$ cat src/rtl/pixel_arb_pkg.sv
// pixel_arb_pkg: shared state encoding and pointer sizing for the pixel port arbiter
package pixel_arb_pkg;

    typedef enum logic [1:0] {IDLE, WAIT, RESP} pixel_arb_state_t;

    function automatic int ptr_width(input int n);
        return (n > 1) ? $clog2(n) : 1;
    endfunction

    localparam int NUM_REQ_DEFAULT = 4;
    localparam int PTR_WIDTH = ptr_width(NUM_REQ_DEFAULT);

endpackage

$ cat src/rtl/rr_select.sv
// rr_select: combinational round-robin picker, first set request at or above ptr with wrap
module rr_select
    import pixel_arb_pkg::*;
#(
    parameter int N  = 4,
    parameter int PW = ptr_width(N)
) (
    input  logic [N-1:0]  req,
    input  logic [PW-1:0] ptr,
    output logic [PW-1:0] grant,
    output logic          any_valid
);

    logic [PW-1:0] idx;

    // scan from the farthest offset down so the closest request to ptr wins
    always_comb begin
        grant = '0;
        idx = '0;
        any_valid = |req;
        for (int k = N - 1; k >= 0; k--) begin
            idx = PW'((int'(ptr) + k) % N);
            if (req[idx]) grant = idx;
        end
    end

endmodule

$ cat src/rtl/pixel_port_arbiter.sv
// pixel_port_arbiter: round-robin sharing of the external pixel fetch port; optional WAIT timeout via PIXEL_ARB_TIMEOUT_EN
module pixel_port_arbiter
    import pixel_arb_pkg::*;
#(
    parameter int NUM_REQ        = 4,
    parameter int ADDR_WIDTH     = 32,
    parameter int DATA_WIDTH     = 32,
    parameter int TIMEOUT_CYCLES = 1023
) (
    input  logic                          clk,
    input  logic                          res_n,
    input  logic [NUM_REQ-1:0]            req_valid,
    input  logic [NUM_REQ*ADDR_WIDTH-1:0] req_addr,
    output logic [NUM_REQ-1:0]            req_ready,
    output logic [NUM_REQ-1:0]            rsp_valid,
    output logic [DATA_WIDTH-1:0]         rsp_data,
    output logic                          rsp_err,
    output logic [ADDR_WIDTH-1:0]         addr_pixel,
    output logic                          request_pixel,
    input  logic [DATA_WIDTH-1:0]         pixel,
    input  logic                          pixel_avail,
    output logic                          busy
);

    localparam int PW = ptr_width(NUM_REQ);

    if (NUM_REQ < 2 || NUM_REQ > 8 || TIMEOUT_CYCLES < 1) begin : g_param_check
        $error("pixel_port_arbiter: parameter out of range");
    end

    pixel_arb_state_t      state, state_d;
    logic [PW-1:0]         ptr, ptr_d, g, g_d, sel;
    logic                  any;
    logic [NUM_REQ-1:0]    req_ready_d, rsp_valid_d;
    logic [DATA_WIDTH-1:0] rsp_data_d;
    logic [ADDR_WIDTH-1:0] addr_d;
    logic                  request_d, rsp_err_d, timeout;

`ifdef PIXEL_ARB_TIMEOUT_EN
    localparam int CW = $clog2(TIMEOUT_CYCLES + 1);
    logic [CW-1:0] cnt;
    // count cycles spent in WAIT; clears whenever WAIT is left
    always_ff @(posedge clk or negedge res_n) begin
        if (!res_n) cnt <= '0;
        else cnt <= (state == WAIT && state_d == WAIT) ? cnt + 1'b1 : '0;
    end
    assign timeout = (state == WAIT) && (cnt == CW'(TIMEOUT_CYCLES - 1));
`else
    assign timeout = 1'b0;
`endif

    rr_select #(.N(NUM_REQ), .PW(PW)) u_sel (
        .req      (req_valid),
        .ptr      (ptr),
        .grant    (sel),
        .any_valid(any)
    );

    // next-state and next-output logic; every output is the registered copy of a *_d value
    always_comb begin
        state_d = state;
        ptr_d = ptr;
        g_d = g;
        addr_d = addr_pixel;
        request_d = request_pixel;
        req_ready_d = '0;
        rsp_valid_d = '0;
        rsp_data_d = '0;
        rsp_err_d = 1'b0;
        case (state)
            IDLE: if (any) begin
                state_d = WAIT;
                g_d = sel;
                ptr_d = (sel == PW'(NUM_REQ - 1)) ? '0 : sel + 1'b1;
                addr_d = req_addr[sel*ADDR_WIDTH +: ADDR_WIDTH];
                request_d = 1'b1;
                req_ready_d[sel] = 1'b1;
            end
            WAIT: if (pixel_avail || timeout) begin
                state_d = RESP;
                request_d = 1'b0;
                rsp_valid_d[g] = 1'b1;
                rsp_data_d = pixel_avail ? pixel : '0;
                rsp_err_d = !pixel_avail;
            end
            default: state_d = IDLE;
        endcase
    end

    // state and output registers; reset aborts any transaction in flight
    always_ff @(posedge clk or negedge res_n) begin
        if (!res_n) begin
            state <= IDLE;
            ptr <= '0;
            g <= '0;
            addr_pixel <= '0;
            request_pixel <= 1'b0;
            req_ready <= '0;
            rsp_valid <= '0;
            rsp_data <= '0;
            rsp_err <= 1'b0;
            busy <= 1'b0;
        end else begin
            state <= state_d;
            ptr <= ptr_d;
            g <= g_d;
            addr_pixel <= addr_d;
            request_pixel <= request_d;
            req_ready <= req_ready_d;
            rsp_valid <= rsp_valid_d;
            rsp_data <= rsp_data_d;
            rsp_err <= rsp_err_d;
            busy <= state_d != IDLE;
        end
    end

endmodule

$ cat config.mk
export PLATFORM = sky130hd
export DESIGN_NAME = pixel_port_arbiter
export DESIGN_NICKNAME = d
export VERILOG_FILES = /design/src/rtl/pixel_arb_pkg.sv /design/src/rtl/rr_select.sv /design/src/rtl/pixel_port_arbiter.sv
export SDC_FILE = /design/constraint.sdc
export NUM_CORES = 1
export LEC_CHECK = 0
export ABC_AREA = 1
export CAP_MARGIN = 20
export CORE_MARGIN = 4
export CORE_UTILIZATION = 35
export CTS_CLUSTER_DIAMETER = 50
export DETAILED_ROUTE_END_ITERATION = 8
export DONT_BUFFER_PORTS = 1
export RECOVER_POWER = 50
export SYNTH_ARGS = -nofsm -noshare
export SYNTH_HDL_FRONTEND = slang
export SYNTH_SLANG_ARGS = --single-unit
$ cat constraint.sdc
create_clock -name clk -period 2.1 [get_ports clk]
set_input_delay 0.21 -clock clk [delete_from_list [all_inputs] [get_ports clk]]
set_output_delay 0.21 -clock clk [all_outputs]
set_load 0.005 [all_outputs]
==> flow_metrics.py, run 1 <==
metrics = {
    "run_status": {
        "status": "finished, final reports clean",
    },
    "sta": {
        "setup_ws_ns": 0.150,
        "post-route-min-period_ns": 1.95,
        "holdWs_ns": 0.00951,
        "grt_setup_unrepaired": "false",
        "worst_slew_pin_slew_ns": 1.09,
        "fin_setup_tns_ns": 0,
        "setup_violations": 0,
        "max_slew_margin_pct": 27.6,
        "fmax_mhz": 513,
        "clock_skew_ns": 0.00943,
        "period_share_pct": 92.9,
        "hold_violations": 0,
        "finalMaxSlewViolations": 0,
    },
    "detailed_routing": {
        "vias": 3780,
        "first_iter_violations": 215,
        "drc": 0,
        "met3_length_um": 1300,
        "avgRoutedWirePerCell_um": 17.9,
        "first_pass_iters": 4,
        "met1_length_um": 4860,
        "wirelength_um": 12700,
        "antenna_left": 0,
        "avgViaCountPerCell": 5.32,
        "wl_met2_um": 6330,
        "top_layer_used": "met4",
    },
    "floorplan": {
        "io_pins": 242,
        "core_um2": 11500,
        "rows": 39,
        "die_area_um2": 13700,
        "initial_utilization_pct": 36.0,
        "die_width_um": 117,
        "die_h_um": 117,
    },
    "worst_setup_path": {
        "crit_path_end_kind": "flop",
        "crit_fanout": 30,
        "crit_type": "in2reg",
        "required_ns": 2.36,
        "startpoint_type": "input port",
        "worstPathArrival_ns": 2.21,
    },
    "clock_tree": {
        "cts_made_buffers": 9,
        "cts_tree": "built",
        "cts_buffer_depth": 2,
        "postCtsSetupRepairBufs": 0,
        "clk_latency_ns": 0.33,
        "ctsRootBufferMaster": "clkbuf_16",
        "cts.sinks": 80,
        "h-tree-depth": 3,
        "clk_pin_slew_ns": 0.06,
    },
    "yosys": {
        "synth-async-reset-ratio_pct": 100,
        "synth_enable_flop_cells": 0,
        "synth_cells": 554,
        "ys_warn_count": 0,
        "post_synth_num_cell_types": 25,
        "ys_seq_elements": 80,
        "seq_area_frac_synth_pct": 48.2,
        "synthesis.nets": 722,
        "syn_area_um2": 4150,
        "syn_avg_cell_area_um2": 7.49,
        "synth_ff_type": "dfrtp_1",
    },
    "finish": {
        "layout-drive-gt1-share_pct": 7.39,
        "multiInputGateArea_um2": 1820,
        "antenna_cells": 0,
        "syn_to_final_growth_pct": 15.9,
        "num-fill-cells": 1141,
        "fin_nets": 732,
        "seq_area_um2": 2000,
    },
    "placed_design": {
        "gp_congestion": 0.818,
        "post-dp-hpwl_um": 9200,
        "dpl_worst_slack_ns": 0.0507,
        "io_buffer_count": 0,
    },
    "flow_run": {
        "maxCapViolCount": 0,
    },
    "global_routing": {
        "grt_pass1_vias": 3781,
        "antenna_found_initial": 0,
        "overflow": 0,
        "grt_pass1_wl_um": 19400,
        "track_usage_pct": 18.3,
        "grt_start_max_net_pins": 81,
    },
    "power": {
        "ir_drop_mv": 0.738,
        "p_per_area_nw_per_um2": 1840,
        "power.leakage_uw": 0.00239,
    },
    "min_path": {
        "hp-class": "in2reg",
    },
}
-- per-layer routing --
metal	GRT usage, %	up-vias
met5	0	-
met4	6.65	0
met3	5.76	13
met2	31.7	214
met1	21.3	1737
li1	-	1816
-- cell type report --
class | instances | share of cell area [%]
clock inverter | 6 | 1.92
timing repair buffer | 43 | 8.84
sequential | 80 | 41.6
tap | 143 | 3.72
inverter | 18 | 1.46
multi-input combinational | 412 | 37.8
clock buffer | 9 | 4.68
-- state kept, by name, indices dropped and copies added (netlist names) --
register,count
addr_pixel,32
g,2
rsp_valid,4
state,2
busy,1
ptr,2
rsp_data,32
request_pixel,1
req_ready,4
-- power by group --
part / internal (µW) / switching (µW) / total (µW)
Clock: 1040 / 622 / 1660
Combinational: 1610 / 3020 / 4620
Sequential: 2100 / 474 / 2580
-- synth_stat cells (2+ instances only) --
| cell | n | area (µm²) |
|---|---|---|
| buf_1 | 6 | 22.5 |
| inv_1 | 14 | 52.6 |
| dfrtp_1 | 80 | 2000 |
| nand2_1 | 184 | 691 |
| nand3_1 | 166 | 831 |
| nand3_2 | 2 | 20.0 |
| nor3_1 | 5 | 25.0 |
| nand2_2 | 4 | 25.0 |
| nor2_1 | 40 | 150 |
| clkbuf_1 | 10 | 37.5 |
| buf_6 | 7 | 78.8 |
| buf_4 | 10 | 75.1 |
| buf_2 | 11 | 55.1 |
| inv_2 | 2 | 7.51 |
| o21ai_0 | 3 | 15.0 |
-- cells in the final DEF, fill, tap and decap left out, types with 3 or more instances in the layout --
cell type / n
dfrtp_1: 79
buf_4: 10
dlygate4sd3_1: 28
nand2_2: 4
clkbuf_16: 9
nor2_1: 39
nor3_1: 5
o21ai_0: 3
nand2_1: 184
inv_1: 14
nand3_1: 166
-- path summary, 6_finish.rpt --
check                            startpoint            end  slack (ns)  depth (start not counted)
worst min register to register         g[1]   rsp_valid[1]        0.48                          1
worst max-delay path            pixel_avail   rsp_data[25]        0.15                          4
worst min-delay path              pixel[12]   rsp_data[12]        0.01                          2
worst max register to register       ptr[0]  addr_pixel[4]        0.21                         12
min in group asynchronous             res_n   rsp_data[25]        0.67                          2
max in group asynchronous             res_n         ptr[0]        0.68                          2
-- cell families (layout without fill, tap and decap cells) --
group	count (synthesis)	after routing	share of synthesized area [%]
buf+inv	62	76	8.17
flops	80	80	48.2
fa+ha+maj	1	1	0.301
simple gates	403	403	42.3
compound gates	7	7	0.934
other cells	1	1	0.0904
-- worst max-delay path, stage by stage --
cell and delay, ns:
dlygate4sd3_1 1.20, nand2_1 0.10, dlygate4sd3_1 0.60, nor2_1 0.10
-- metrics by stage --
step / total power, µW / util (%) / cells / cell area, µm²
2_1_floorplan: 6230 / - / 554 / 4150
3_3_place_gp: 6980 / 36.5 / 667 / 4200
3_5_place_dp: 7140 / 36.5 / 667 / 4200
4_1_cts: 8940 / 41.8 / 710 / 4810
5_1_grt: 9830 / 41.8 / 711 / 4810
6_report: 8860 / 41.8 / 711 / 4810
-- what timing repair did --
item                                    in CTS  in global routing
hold endpoints to repair                   110                  1
gates resized for setup                      0                  3
endpoints found under the setup margin       0                 31
hold buffers                                28                  1
Power figures use the tool's default switching activity.
==> run 2, diff against run 1 <==
--- a/config.mk
+++ b/config.mk
@@ -6,13 +6,14 @@
 export NUM_CORES = 1
 export LEC_CHECK = 0
 export ABC_AREA = 1
-export CAP_MARGIN = 20
 export CORE_MARGIN = 4
 export CORE_UTILIZATION = 35
 export CTS_CLUSTER_DIAMETER = 50
 export DETAILED_ROUTE_END_ITERATION = 8
 export DONT_BUFFER_PORTS = 1
+export HOLD_SLACK_MARGIN = 0.08
 export RECOVER_POWER = 50
+export SKIP_LAST_GASP = 1
 export SYNTH_ARGS = -nofsm -noshare
 export SYNTH_HDL_FRONTEND = slang
 export SYNTH_SLANG_ARGS = --single-unit
==> run 2 against run 1 <==
Effect of this change:
- hold slack improved by 0.096 ns
- critical path depth is 8 higher
- critical path type is now reg2reg
- design area increased by 1.3%
- routed wire length up 1.5%
- final cell count rose by 0.84%
- flip-flop and latch count unchanged
- worst setup slack improved by 0.056 ns
- critical endpoint is now addr_pixel[4]
==> flow_metrics.py, run 2 (same netlist as run 1, synthesis figures left out) <==
metrics = {
    "finish": {
        "largestRegisters": "addr_pixel (32), rsp_data (32)",
        "fin_cells": 717,
        "syn_to_final_growth_pct": 17.5,
        "final_cell_mix": "184 x nand2_1, 166 x nand3_1, 79 x dfrtp_1, 39 x nor2_1, 33 x dlygate4sd3_1",
        "layout-drive-gt1-share_pct": 7.32,
        "final_common_cell": "nand2_1",
        "fin_nets": 738,
        "antenna_cells": 0,
    },
    "clock_tree": {
        "clk_latency_ns": 0.34,
        "cts_tree": "built",
        "ctsRootBufferMaster": "clkbuf_16",
        "cts_buffer_depth": 2,
        "postCtsSetupRepairBufs": 0,
        "h-tree-depth": 3,
        "cts_made_buffers": 9,
        "cts.sinks": 80,
        "clk_pin_slew_ns": 0.07,
    },
    "worst_setup_path": {
        "crit_fanout": 46,
        "critical-path-max-stage-delay_ns": 0.47,
        "crit_type": "reg2reg",
        "startpoint_type": "flop",
        "required_ns": 2.38,
        "worstPathArrival_ns": 2.17,
        "crit_chain": "inv_4, nand2_2, nand3_1, nand2_1, inv_1, nand3_2, nand2_2, buf_12, nand2_1, nand3_1, nand3_1, nand2_1",
        "crit_slowest_cell": "dfrtp_2",
        "crit_path_end_kind": "flop",
    },
    "placed_design": {
        "post-dp-hpwl_um": 9200,
        "gp_congestion": 0.818,
        "dpl_worst_slack_ns": 0.0507,
        "io_buffer_count": 0,
        "dp_cells": 667,
    },
    "detailed_routing": {
        "avgRoutedWirePerCell_um": 18.0,
        "drc": 0,
        "first_iter_violations": 257,
        "vias": 3827,
        "antenna_left": 0,
        "avgViaCountPerCell": 5.34,
        "first_pass_iters": 5,
        "wirelength_um": 12900,
    },
    "sta": {
        "period_share_pct": 90.2,
        "hold_violations": 0,
        "grt_setup_unrepaired": "false",
        "setup_ws_ns": 0.206,
        "fmax_mhz": 528,
        "fin_setup_tns_ns": 0,
        "post-route-min-period_ns": 1.89,
        "holdWs_ns": 0.106,
        "finalMaxSlewViolations": 0,
        "clock_skew_ns": 0.00953,
        "setup_violations": 0,
        "worst_slew_pin_slew_ns": 1.10,
        "max_slew_margin_pct": 26.7,
    },
    "global_routing": {
        "grt_start_max_net_pins": 81,
        "overflow": 0,
        "grt_pass1_vias": 3778,
        "track_usage_pct": 18.5,
        "antenna_found_initial": 0,
        "grt_pass1_wl_um": 19600,
    },
    "power": {
        "power.leakage_uw": 0.00243,
        "p_per_area_nw_per_um2": 1830,
        "ir_drop_mv": 0.748,
    },
    "floorplan": {
        "die_h_um": 117,
        "die_area_um2": 13700,
        "die_width_um": 117,
        "core_um2": 11500,
        "initial_utilization_pct": 36.0,
        "rows": 39,
        "io_pins": 242,
    },
    "flow_run": {
        "maxCapViolCount": 0,
    },
    "min_path": {
        "hp-class": "in2reg",
    },
    "run_status": {
        "status": "finished, final reports clean",
    },
}
-- run 2: cell count changes in the layout (fill, tap and decap cells not counted), sizes merged --
| cell | previous run | this run |
|---|---|---|
| dlygate4sd3 | 28 | 33 |
| dlymetal6s4s | 0 | 1 |
-- run 2: power by group --
part	switching (µW)	internal (µW)	leakage, µW
registers	476	2100	0.00103
logic	3040	1610	0.00125
clock network	625	1040	0.000149
-- run 2: what timing repair did --
item                       in CTS  in global routing
setup endpoints to repair       0                 32
hold endpoints to repair      113                  0
hold buffers                   35                  0
resized for setup               0                  4
-- run 2: worst paths after layout --
path	from	end	slack (ns)	depth (start not counted)
min in group asynchronous	res_n	rsp_data[25]	0.68	2
max in group asynchronous	res_n	ptr[0]	0.67	2
max	ptr[0]	addr_pixel[4]	0.21	12
min reg2reg	g[1]	rsp_valid[1]	0.48	1
max reg2reg	ptr[0]	addr_pixel[4]	0.21	12
min	req_addr[36]	addr_pixel[4]	0.11	4
-- run 2: area by class of cell --
type                       count  area (µm²)
sequential                    80        2000
timing repair buffer          49         488
clock inverter                 6        92.6
multi-input combinational    412        1820
fill                        1138        6640
clock buffer                   9         225
inverter                      18        70.1
tap                          143         179
-- run 2: per-layer routing --
layer | GRT usage (%) | up-vias | wire length (µm)
li1 | - | 1826 | -
met1 | 21.4 | 1754 | 4960
met2 | 31.9 | 232 | 6290
met4 | 6.65 | 0 | 231
met3 | 6.17 | 15 | 1420
met5 | 0 | - | 0
-- run 2: worst max-delay path: cells and delay by family, from the launching register on --
| kind | cells | cell delay, ns |
|---|---|---|
| buffers and inverters | 3 | 0.40 |
| DFF | 1 | 0.47 |
| and+or+nand+nor | 9 | 0.93 |
-- run 2: stage by stage --
step           instance area [µm²]  utilization, %  total power [µW]
5_1_grt                       4870            42.3              9840
2_1_floorplan                 4150               -              6230
6_report                      4870            42.3              8910
3_5_place_dp                  4200            36.5              7140
3_3_place_gp                  4200            36.5              6980
4_1_cts                       4880            42.4              8950
